<file path="src/rtl/mem_access_unit_if.sv">
// ---------------------------------------------------------------------------
// mem_access_unit_if
// Purpose : bundles the request side (control FSM) and the memory side of the
//           load/store access unit into one interface.
// Signals :
//   request  : start, we, funct3[2:0], addr[31:0], wdata[31:0]
//   status   : busy, done, misaligned, timeout, rdata[31:0]
//   memory   : mem_req, mem_we, mem_addr[31:0], mem_wdata[31:0],
//              mem_wstrb[3:0], mem_rdata[31:0], mem_ack
// Modports:
//   slave  : the access unit itself
//   master : everything around it (control FSM plus memory)
// ---------------------------------------------------------------------------
interface mem_access_unit_if;
  logic        start;
  logic        we;
  logic [2:0]  funct3;
  logic [31:0] addr;
  logic [31:0] wdata;
  logic        busy;
  logic        done;
  logic        misaligned;
  logic        timeout;
  logic [31:0] rdata;
  logic        mem_req;
  logic        mem_we;
  logic [31:0] mem_addr;
  logic [31:0] mem_wdata;
  logic [3:0]  mem_wstrb;
  logic [31:0] mem_rdata;
  logic        mem_ack;

  modport slave (
    input  start, we, funct3, addr, wdata, mem_rdata, mem_ack,
    output busy, done, misaligned, timeout, rdata,
           mem_req, mem_we, mem_addr, mem_wdata, mem_wstrb
  );

  modport master (
    output start, we, funct3, addr, wdata, mem_rdata, mem_ack,
    input  busy, done, misaligned, timeout, rdata,
           mem_req, mem_we, mem_addr, mem_wdata, mem_wstrb
  );
endinterface

</file>
<file path="src/rtl/mem_access_unit.sv">
// ---------------------------------------------------------------------------
// mem_access_unit
// Purpose : executes one RISC-V style load or store per start pulse against a
//           word-wide memory with a single-cycle acknowledge. Checks the access
//           size/alignment, replicates store data across byte lanes, extracts
//           and extends load data, and aborts an access that is not
//           acknowledged within TIMEOUT_CYCLES cycles.
// Ports   :
//   clk    - rising-edge clock
//   reset  - synchronous, active-high reset
//   bus    - mem_access_unit_if.slave (request, status and memory signals)
// Parameters:
//   TIMEOUT_CYCLES - ACCESS cycles without mem_ack before abort (1..255)
// ---------------------------------------------------------------------------
module mem_access_unit #(
  parameter int unsigned TIMEOUT_CYCLES = 16
) (
  input  logic             clk,
  input  logic             reset,
  mem_access_unit_if.slave bus
);

  typedef enum logic [1:0] {
    S_IDLE   = 2'd0,
    S_ACCESS = 2'd1,
    S_DONE   = 2'd2,
    S_ERROR  = 2'd3
  } state_t;

  // Counter value on which the next non-ack cycle reaches the timeout.
  localparam logic [7:0] LP_CNT_LAST = 8'(TIMEOUT_CYCLES - 1);

  state_t      r_state;
  logic        r_we;
  logic [2:0]  r_funct3;
  logic [1:0]  r_lane;
  logic [7:0]  r_cnt;
  logic        r_busy;
  logic        r_done;
  logic        r_misaligned;
  logic        r_timeout;
  logic [31:0] r_rdata;
  logic        r_mem_req;
  logic        r_mem_we;
  logic [31:0] r_mem_addr;
  logic [31:0] r_mem_wdata;
  logic [3:0]  r_mem_wstrb;

  logic        w_legal;
  logic        w_aligned;
  logic [3:0]  w_wstrb;
  logic [31:0] w_wdata_rep;
  logic [7:0]  w_byte;
  logic [15:0] w_half;
  logic [31:0] w_load_data;

  // ---- request decode (evaluated on the incoming start) --------------------
  always_comb begin
    w_legal = 1'b0;
    if (bus.we) begin
      w_legal = (bus.funct3 == 3'b000) || (bus.funct3 == 3'b001) ||
                (bus.funct3 == 3'b010);
    end else begin
      w_legal = (bus.funct3 == 3'b000) || (bus.funct3 == 3'b001) ||
                (bus.funct3 == 3'b010) || (bus.funct3 == 3'b100) ||
                (bus.funct3 == 3'b101);
    end
  end

  // funct3[1:0] encodes the size for both signed and unsigned variants.
  always_comb begin
    w_aligned = 1'b1;
    case (bus.funct3[1:0])
      2'b01:   w_aligned = (bus.addr[0] == 1'b0);
      2'b10:   w_aligned = (bus.addr[1:0] == 2'b00);
      default: w_aligned = 1'b1;
    endcase
  end

  always_comb begin
    w_wstrb = 4'b1111;
    case (bus.funct3)
      3'b000:  w_wstrb = 4'b0001 << bus.addr[1:0];
      3'b001:  w_wstrb = bus.addr[1] ? 4'b1100 : 4'b0011;
      default: w_wstrb = 4'b1111;
    endcase
  end

  // Lane replication: a byte appears in all four lanes, a halfword in both
  // halves, so the memory only has to honour the strobes.
  generate
    for (genvar gi = 0; gi < 4; gi++) begin : g_wlane
      assign w_wdata_rep[8*gi +: 8] =
        (bus.funct3 == 3'b000) ? bus.wdata[7:0] :
        (bus.funct3 == 3'b001) ? bus.wdata[8*(gi % 2) +: 8] :
                                 bus.wdata[8*gi +: 8];
    end
  endgenerate

  // ---- load formatting (uses the registered request) -----------------------
  always_comb begin
    w_byte = bus.mem_rdata[7:0];
    case (r_lane)
      2'd0:    w_byte = bus.mem_rdata[7:0];
      2'd1:    w_byte = bus.mem_rdata[15:8];
      2'd2:    w_byte = bus.mem_rdata[23:16];
      default: w_byte = bus.mem_rdata[31:24];
    endcase
    w_half = r_lane[1] ? bus.mem_rdata[31:16] : bus.mem_rdata[15:0];
  end

  always_comb begin
    w_load_data = bus.mem_rdata;
    case (r_funct3)
      3'b000:  w_load_data = {{24{w_byte[7]}}, w_byte};
      3'b001:  w_load_data = {{16{w_half[15]}}, w_half};
      3'b100:  w_load_data = {24'd0, w_byte};
      3'b101:  w_load_data = {16'd0, w_half};
      default: w_load_data = bus.mem_rdata;
    endcase
  end

  // ---- FSM with registered outputs ------------------------------------------
  always_ff @(posedge clk) begin
    if (reset) begin
      r_state      <= S_IDLE;
      r_we         <= 1'b0;
      r_funct3     <= 3'b000;
      r_lane       <= 2'b00;
      r_cnt        <= 8'd0;
      r_busy       <= 1'b0;
      r_done       <= 1'b0;
      r_misaligned <= 1'b0;
      r_timeout    <= 1'b0;
      r_rdata      <= 32'd0;
      r_mem_req    <= 1'b0;
      r_mem_we     <= 1'b0;
      r_mem_addr   <= 32'd0;
      r_mem_wdata  <= 32'd0;
      r_mem_wstrb  <= 4'b0000;
    end else begin
      // Status flags are single-cycle pulses unless set below.
      r_done       <= 1'b0;
      r_misaligned <= 1'b0;
      r_timeout    <= 1'b0;
      case (r_state)
        S_IDLE: begin
          if (bus.start) begin
            r_we        <= bus.we;
            r_funct3    <= bus.funct3;
            r_lane      <= bus.addr[1:0];
            r_mem_addr  <= {bus.addr[31:2], 2'b00};
            r_mem_wdata <= w_wdata_rep;
            r_cnt       <= 8'd0;
            r_busy      <= 1'b1;
            if (w_legal && w_aligned) begin
              r_state     <= S_ACCESS;
              r_mem_req   <= 1'b1;
              r_mem_we    <= bus.we;
              r_mem_wstrb <= bus.we ? w_wstrb : 4'b0000;
            end else begin
              // Illegal size and misalignment share the misaligned flag.
              r_state      <= S_ERROR;
              r_done       <= 1'b1;
              r_misaligned <= 1'b1;
            end
          end
        end
        S_ACCESS: begin
          if (bus.mem_ack) begin
            if (!r_we) begin
              r_rdata <= w_load_data;
            end
            r_state     <= S_DONE;
            r_done      <= 1'b1;
            r_mem_req   <= 1'b0;
            r_mem_we    <= 1'b0;
            r_mem_wstrb <= 4'b0000;
          end else if (r_cnt == LP_CNT_LAST) begin
            r_state     <= S_ERROR;
            r_done      <= 1'b1;
            r_timeout   <= 1'b1;
            r_mem_req   <= 1'b0;
            r_mem_we    <= 1'b0;
            r_mem_wstrb <= 4'b0000;
          end else begin
            r_cnt <= r_cnt + 8'd1;
          end
        end
        S_DONE, S_ERROR: begin
          r_state <= S_IDLE;
          r_busy  <= 1'b0;
        end
        default: begin
          r_state <= S_IDLE;
          r_busy  <= 1'b0;
        end
      endcase
    end
  end

  assign bus.busy       = r_busy;
  assign bus.done       = r_done;
  assign bus.misaligned = r_misaligned;
  assign bus.timeout    = r_timeout;
  assign bus.rdata      = r_rdata;
  assign bus.mem_req    = r_mem_req;
  assign bus.mem_we     = r_mem_we;
  assign bus.mem_addr   = r_mem_addr;
  assign bus.mem_wdata  = r_mem_wdata;
  assign bus.mem_wstrb  = r_mem_wstrb;

endmodule

</file>
<file path="src/flat_wrapper.sv">
// flat-port wrapper written by rule: the top's interface ports become plain ports
module mem_access_unit_flat 
#(
  parameter int unsigned TIMEOUT_CYCLES = 16
)
  (clk, reset, bus_start, bus_we, bus_funct3, bus_addr, bus_wdata, bus_mem_rdata, bus_mem_ack, bus_busy, bus_done, bus_misaligned, bus_timeout, bus_rdata, bus_mem_req, bus_mem_we, bus_mem_addr, bus_mem_wdata, bus_mem_wstrb);
  mem_access_unit_if bus_i ();
  input  logic clk;
  input  logic reset;
  input wire logic [$bits(bus_i.start)-1:0] bus_start;
  input wire logic [$bits(bus_i.we)-1:0] bus_we;
  input wire logic [$bits(bus_i.funct3)-1:0] bus_funct3;
  input wire logic [$bits(bus_i.addr)-1:0] bus_addr;
  input wire logic [$bits(bus_i.wdata)-1:0] bus_wdata;
  input wire logic [$bits(bus_i.mem_rdata)-1:0] bus_mem_rdata;
  input wire logic [$bits(bus_i.mem_ack)-1:0] bus_mem_ack;
  output wire logic [$bits(bus_i.busy)-1:0] bus_busy;
  output wire logic [$bits(bus_i.done)-1:0] bus_done;
  output wire logic [$bits(bus_i.misaligned)-1:0] bus_misaligned;
  output wire logic [$bits(bus_i.timeout)-1:0] bus_timeout;
  output wire logic [$bits(bus_i.rdata)-1:0] bus_rdata;
  output wire logic [$bits(bus_i.mem_req)-1:0] bus_mem_req;
  output wire logic [$bits(bus_i.mem_we)-1:0] bus_mem_we;
  output wire logic [$bits(bus_i.mem_addr)-1:0] bus_mem_addr;
  output wire logic [$bits(bus_i.mem_wdata)-1:0] bus_mem_wdata;
  output wire logic [$bits(bus_i.mem_wstrb)-1:0] bus_mem_wstrb;
  assign bus_i.start = bus_start;
  assign bus_i.we = bus_we;
  assign bus_i.funct3 = bus_funct3;
  assign bus_i.addr = bus_addr;
  assign bus_i.wdata = bus_wdata;
  assign bus_i.mem_rdata = bus_mem_rdata;
  assign bus_i.mem_ack = bus_mem_ack;
  assign bus_busy = bus_i.busy;
  assign bus_done = bus_i.done;
  assign bus_misaligned = bus_i.misaligned;
  assign bus_timeout = bus_i.timeout;
  assign bus_rdata = bus_i.rdata;
  assign bus_mem_req = bus_i.mem_req;
  assign bus_mem_we = bus_i.mem_we;
  assign bus_mem_addr = bus_i.mem_addr;
  assign bus_mem_wdata = bus_i.mem_wdata;
  assign bus_mem_wstrb = bus_i.mem_wstrb;
  mem_access_unit #(.TIMEOUT_CYCLES(TIMEOUT_CYCLES)) u_core (.clk(clk), .reset(reset), .bus(bus_i));
endmodule
</file>
<file path="config.mk">
export PLATFORM = sky130hd
export DESIGN_NAME = mem_access_unit_flat
export DESIGN_NICKNAME = d
export VERILOG_FILES = /design/src/rtl/mem_access_unit_if.sv /design/src/rtl/mem_access_unit.sv /design/src/flat_wrapper.sv
export SDC_FILE = /design/constraint.sdc
export NUM_CORES = 1
export LEC_CHECK = 0
export ABC_CLOCK_PERIOD_IN_PS = 2500
export BUFFER_PORTS_ARGS = -buffer_cell sky130_fd_sc_hd__buf_4
export CELL_PAD_IN_SITES_DETAIL_PLACEMENT = 1
export CELL_PAD_IN_SITES_GLOBAL_PLACEMENT = 1
export CORE_MARGIN = 10
export CORE_UTILIZATION = 34
export CTS_CLUSTER_DIAMETER = 80
export CTS_CLUSTER_SIZE = 40
export DETAILED_ROUTE_END_ITERATION = 10
export GPL_ROUTABILITY_DRIVEN = 1
export PLACE_DENSITY = 0.82
export SYNTH_ARGS = -nofsm -noshare
export SYNTH_HDL_FRONTEND = slang
export SYNTH_SLANG_ARGS = --single-unit
export TNS_END_PERCENT = 10
</file>
<file path="constraint.sdc">
create_clock -name clk -period 2.5 [get_ports clk]
set_clock_uncertainty 0.15 [all_clocks]
set_input_delay 0.375 -clock clk [delete_from_list [all_inputs] [get_ports clk]]
set_output_delay 0.375 -clock clk [all_outputs]
set_load 0.01 [all_outputs]
</file>
==> out/qor.yml, run 1 <==
status:
  status: "finished, final reports clean"
power_and_ir_drop:
  p_total_mw: 5.57
  peakVddDrop_uv: 408
  power_density_mw_per_mm2: 744
  p_leak_nw: 3.18
drt:
  vias: 5375
  firstDrtPassIters: 4
  drc_errors: 0
  drt_iter0_markers: 305
  via_per_inst: 5.30
  drt-total-wl_um: 20600
  ant_nets: 0
  wl_per_cell_um: 20.3
timing:
  period_share_pct: 88.7
  setup-violations-final: 0
  relSlewSlack_pct: 57.6
  hold_viol: 0
  timing.hold.ws_ns: 0.0542
  worstMarginPinSlew_ns: 0.635
  slew_viol_final: 0
  period_needed_ns: 2.22
  rsz0062_at_grt: "false"
  fmaxAchievable_mhz: 451
  timing.final.ws_setup_ns: 0.283
  finalSetupTns_ns: 0
grt:
  grt_pass1_vias: 5795
  grt_usage_pct: 19.7
  grt_pass1_wl_um: 31700
  grt_max_degree: 66
  grt_overflow: 0
  antenna_found_initial: 1
final_layout:
  fin_util_pct: 51.0
  layout-drive-gt1-share_pct: 32.7
  n_fill_cell: 1755
  fin_nets: 925
  area_delta_synth_final_pct: 45.5
critical_path:
  critPathLaunchType: "flop"
  path_cells: "nor2b_1, and3b_1, buf_4, buf_4, nand3b_1, o21ai_0, a211oi_1"
  cp.required_ns: 2.62
  crit_fanout: 19
  critical-path-top-delay-family: "simple AND/OR/NAND/NOR gates"
  cpMostUsedCell: "buf_4"
  cp_slowest_stage_delay_ns: 0.44
  path_buf_inv: 2
  end_kind: "flop"
  cp.arrival_ns: 2.34
  critical_path_class: "flop to flop"
  crit_path_top_delay_cell: "and3b_1"
floorplanning:
  coreArea_sq_mm: 0.0147
  initial_core_util_pct: 35.0
  dieHeight_um: 143
  rows: 44
  pin_count: 210
  die_w_um: 143
  die-area_sq_mm: 0.0205
logic_synthesis:
  synth_ff_type: "dfxtp_1"
  synth.area.top_cells: "dfxtp_1, nand2_1, a21oi_1"
  ys_seq_elements: 120
  ys_warn_count: 0
  synth_edf_count: 0
  synth_cell_types: 49
  async_reset_ff_share_pct: 0
  syn_avg_cell_area_sq_um: 8.27
  synth-seq-area-share_pct: 46.6
  syn_inst: 623
  syn_area_sq_mm: 0.00515
  yosysTopAreaCell: "dfxtp_1"
  synth_top_area_share_pct: 46.6
placed_design:
  io_buffers: 207
  gp_congestion: 0.884
  pre_cts_slack_ns: 0.124
  dp_hpwl_um: 15500
clock_tree:
  cts_root_buf: "clkbuf_16"
  clk_pin_slew_ns: 0.06
  cts_setup_buffers: 0
  cts_tree: "done"
  h-tree-depth: 4
  cts_buffers: 17
  clock_sinks: 120
  worstSkewPairLatency_ns: 0.41
  clockBufferDepth: 2
worst_hold_path:
  hold_path.class: "primary input to flop"
job:
  drv_cap: 0
==> tightest hold or removal path: stages <==
cell and delay, ns:
buf_4 0.11, nand2_1 0.04, a21oi_1 0.05
==> flip-flops by register name, indices dropped and copies added (netlist names), 2 cells and up <==
register              flops
u_core.bus.mem_wdata     32
u_core.bus.rdata         32
u_core.bus.mem_addr      30
u_core.r_cnt              8
u_core.bus.mem_wstrb      4
u_core.r_funct3           3
u_core.r_lane             2
u_core.r_state            2
==> where the power goes <==
group          internal [mW]  switching, mW  leakage [nW]
combinational          0.442          0.530          1.91
clock                   1.57          0.887         0.283
sequential              2.05         0.0926         0.983
total                   4.06           1.51          3.18
==> synthesized netlist by cell type, types with 2 or more instances <==
cell	count
o32ai_1	4
or3_1	2
nor4_1	3
o21ai_1	2
buf_1	3
nand3_1	9
clkbuf_1	29
a211oi_1	33
mux2i_1	19
o21ai_0	27
nand4_1	3
nor2b_1	3
mux2_2	7
a2111oi_0	15
a21oi_1	67
inv_1	13
o21bai_1	2
o21a_1	5
nand2b_1	3
o31ai_1	7
nand3b_1	8
nand2_1	137
buf_4	6
and3_1	2
ha_1	4
buf_2	10
xor2_1	4
o21ai_2	2
nor3b_1	2
nor2_1	53
nor3_1	2
dfxtp_1	120
==> cell type report <==
cell class / count / area (sq um) / area share, %
Clock inverter: 11 / 121 / 1.62
Antenna cell: 1 / 2.50 / 0.0334
Inverter: 13 / 48.8 / 0.651
Sequential cell: 120 / 2400 / 32.1
Tap cell: 184 / 230 / 3.07
Clock buffer: 21 / 480 / 6.41
Multi-Input combinational cell: 443 / 2500 / 33.4
Timing Repair Buffer: 222 / 1700 / 22.7
==> stage by stage <==
stage,instances,instance area (sq um)
2_1_floorplan,624,5150
5_1_grt,1015,7490
3_3_place_gp,982,6880
3_5_place_dp,982,6880
6_report,1015,7490
4_1_cts,1014,7480
==> layer usage <==
layer	track usage [%]	up-vias	routed length [um]
met3	10.7	20	2690
met1	20.9	2577	7690
met4	7.06	0	313
li1	-	2561	-
met2	32.4	217	9880
met5	0	-	0
==> cell usage in the layout, fill, tap and decap left out, types with 4 or more instances in the layout <==
cell type	n
nand2_1	136
clkbuf_8	4
nor2_1	53
o32ai_1	4
clkinvlp_4	5
dfxtp_1	120
o21ai_0	27
buf_4	219
inv_1	13
a2111oi_0	15
nand3_1	9
mux2i_1	19
o31ai_1	7
mux2_2	7
nand3b_1	8
o21a_1	5
xor2_1	4
a21oi_1	67
ha_1	4
clkbuf_16	17
a211oi_1	33
==> cells by family after synthesis <==
| family | after synthesis | share of synthesized area [%] |
|---|---|---|
| AOI/OAI and AO/OA | 172 | 21.5 |
| xor gates and xnor gates | 5 | 0.850 |
| adders and majority gates | 4 | 0.972 |
| buffers and inverters | 61 | 5.13 |
| DFF | 120 | 46.6 |
| muxes | 27 | 5.44 |
| other | 1 | 0.0728 |
| and+or+nand+nor | 233 | 19.4 |
==> repair_timing <==
action	4_1_cts	5_1_grt
setup endpoints to repair	0	2
hold buffers	0	0
gates resized for setup	0	1
==> path summary, 6_finish.rpt <==
path	slack (ns)	cells after the start	startpoint	endpoint
min	0.05	3	bus_addr[15]	u_core.bus.mem_addr[15]$_SDFFE_PP0P_
min reg2reg	0.30	2	u_core.bus.mem_addr[22]$_SDFFE_PP0P_	u_core.bus.mem_addr[22]$_SDFFE_PP0P_
max reg2reg	0.28	7	u_core.r_state[0]$_SDFFE_PP0P_	u_core.bus.rdata[13]$_SDFFE_PP0P_
max	0.28	7	u_core.r_state[0]$_SDFFE_PP0P_	u_core.bus.rdata[13]$_SDFFE_PP0P_
(Power assumes the default switching activity.)
==> run 2: changes to the inputs <==
--- a/config.mk
+++ b/config.mk
@@ -5,7 +5,7 @@
 export SDC_FILE = /design/constraint.sdc
 export NUM_CORES = 1
 export LEC_CHECK = 0
-export ABC_CLOCK_PERIOD_IN_PS = 2500
+export ABC_CLOCK_PERIOD_IN_PS = 2300
 export BUFFER_PORTS_ARGS = -buffer_cell sky130_fd_sc_hd__buf_4
 export CELL_PAD_IN_SITES_DETAIL_PLACEMENT = 1
 export CELL_PAD_IN_SITES_GLOBAL_PLACEMENT = 1
==> constraint.sdc (replaced) <==
create_clock -name clk -period 2.3 [get_ports clk]
set_clock_uncertainty 0.15 [all_clocks]
set_input_delay 0.345 -clock clk [delete_from_list [all_inputs] [get_ports clk]]
set_output_delay 0.345 -clock clk [all_outputs]
set_load 0.01 [all_outputs]
==> out/qor.yml, run 2 (synthesized netlist as in run 1, its figures left out) <==
critical_path:
  crit_fanout: 11  # was 19
  critical_path_class: "flop to flop"  # unchanged
  cp.arrival_ns: 2.15  # was 2.34 ns
  cp.required_ns: 2.41  # was 2.62 ns
  critPathLaunchType: "flop"  # unchanged
  end_kind: "flop"  # unchanged
final_layout:
  layout-drive-gt1-share_pct: 32.6  # was 32.7%
  final-instance-count-excl-fill: 1019  # was 1015
  fin_util_pct: 51.0  # about the same
  layout_common_cells: "buf_4, nand2_1, dfxtp_1"  # unchanged
  layout_commonest_cell: "buf_4"  # unchanged
  final_area_sq_mm: 0.00750  # was 0.00749 sq mm
  n_antenna_cell: 0  # was 1
  fin_nets: 930  # was 925
  area_delta_synth_final_pct: 45.6  # was 45.5%
power_and_ir_drop:
  clockPowerShare_pct: 44.5  # was 44.0%
  p_leak_nw: 3.21  # was 3.18 nW
  peakVddDrop_uv: 509  # was 408 uV
  power_density_mw_per_mm2: 814  # was 744 mW/mm^2
  seqPwrFrac_pct: 38.2  # was 38.5%
  comb_power_share_pct: 17.3  # was 17.4%
  swShare_pct: 26.4  # was 27.1%
  p_sw_mw: 1.61  # was 1.51 mW
  p_int_mw: 4.50  # was 4.06 mW
  p_total_mw: 6.11  # was 5.57 mW
timing:
  hold_viol: 0  # unchanged
  period_share_pct: 88.4  # was 88.7%
  rsz0062_at_grt: "false"  # unchanged
  slew_viol_final: 0  # unchanged
  relSlewSlack_pct: 59.8  # was 57.6%
  worstMarginPinSlew_ns: 0.602  # was 0.635 ns
  period_needed_ns: 2.03  # was 2.22 ns
  finalSetupTns_ns: 0  # unchanged
  timing.hold.ws_ns: 0.0211  # was 0.0542 ns
  fmaxAchievable_mhz: 492  # was 451 MHz
  setup-violations-final: 0  # unchanged
  timing.final.ws_setup_ns: 0.268  # was 0.283 ns
grt:
  grt_pass1_wl_um: 31200  # was 31700 um
  grtUsageMet2_pct: 32.4  # about the same
  grt_usage_pct: 19.4  # was 19.7%
  grt.met1_usage_pct: 20.3  # was 20.9%
  grt_pass1_vias: 5822  # was 5795
  grt_max_degree: 66  # unchanged
  antenna_found_initial: 0  # was 1
  grt_use_met3_pct: 11.1  # was 10.7%
  grt-busiest-layer: "met2"  # unchanged
  grt_overflow: 0  # unchanged
clock_tree:
  cts_tree: "done"  # unchanged
  holdBufCountCts: 0  # unchanged
  cts_setup_buffers: 0  # unchanged
  cts_buffers: 17  # unchanged
  h-tree-depth: 4  # unchanged
  worstSkewPairLatency_ns: 0.42  # was 0.41 ns
  clock_sinks: 120  # unchanged
  clk_pin_slew_ns: 0.05  # was 0.06 ns
  cts_root_buf: "clkbuf_16"  # unchanged
  clockBufferDepth: 2  # unchanged
floorplanning:
  die-area_sq_mm: 0.0205  # unchanged
  rows: 44  # unchanged
  pin_count: 210  # unchanged
  die_w_um: 143  # unchanged
  dieHeight_um: 143  # unchanged
  coreArea_sq_mm: 0.0147  # unchanged
  initial_core_util_pct: 35.0  # unchanged
job:
  drv_cap: 0  # unchanged
placed_design:
  gp_congestion: 0.860  # was 0.884
  io_buffers: 207  # unchanged
  dp_hpwl_um: 15400  # was 15500 um
  dp.cells: 987  # was 982
  place_area_sq_mm: 0.00689  # was 0.00688 sq mm
  pre_cts_slack_ns: 0.0478  # was 0.124 ns
status:
  status: "finished, final reports clean"  # unchanged
drt:
  ant_nets: 0  # unchanged
  via_per_inst: 5.31  # was 5.30
  vias: 5414  # was 5375
  drc_errors: 0  # unchanged
  firstDrtPassIters: 4  # unchanged
  drt-total-wl_um: 20400  # was 20600 um
  drt_iter0_markers: 270  # was 305
  wl_per_cell_um: 20.0  # was 20.3 um
worst_hold_path:
  hold_path.class: "primary input to flop"  # unchanged
run 2: cell types whose count changed in the layout (fill, tap and decap cells not counted), sizes merged:
cell      change
buf           +5
clkinv        +1
diode         -1
clkbuf        +3
clkinvlp      -5
bufinv        +1
run 2: repair_timing:
action                                  in CTS  in global routing
resized for setup                            0                  1
hold endpoints to repair                     0                  0
endpoints found under the setup margin       0                  3
run 2: cell type report:
cell class	instances	area, sq um
fillers	1749	7200
clock buffers	24	482
repair buffers	227	1720
well taps	184	230
flip-flops and latches	120	2400
clock inverters	8	119
multi-input cells	443	2500
inverters	13	48.8
run 2: path summary, 6_finish.rpt:
kind                                                            from                                    end  slack (ns)  cells past startpoint
worst min-delay path                                    bus_addr[30]   u_core.bus.mem_addr[30]$_SDFFE_PP0P_        0.02                      3
worst max-delay path                  u_core.r_state[1]$_SDFFE_PP0P_  u_core.bus.mem_wdata[29]$_SDFFE_PP0P_        0.27                      5
worst min register to register  u_core.bus.mem_wdata[7]$_SDFFE_PP0P_   u_core.bus.mem_wdata[7]$_SDFFE_PP0P_        0.31                      2
worst max register to register        u_core.r_state[1]$_SDFFE_PP0P_  u_core.bus.mem_wdata[29]$_SDFFE_PP0P_        0.27                      5
run 2: power by group through the flow:
stage,logic (mW),clock network (mW),registers [mW]
finish,1.05,2.72,2.33
global placement,1.02,0,2.37
global route,1.16,2.87,2.35
detailed placement,1.05,0,2.37
CTS,1.07,2.76,2.33
floorplan,0.442,0,2.41
run 2: critical path, cell delays in order (launching register included):
cell and delay (ns):
dfxtp_1 0.37, nor2_1 0.26, nand2_2 0.17, buf_4 0.22
nor2_1 0.48, a2111oi_0 0.22
run 2: routing by layer:
layer,vias up,part of all wire (%)
met1,2614,38
met2,211,48
met3,17,13
met5,-,0
met4,0,1.1
li1,2572,-
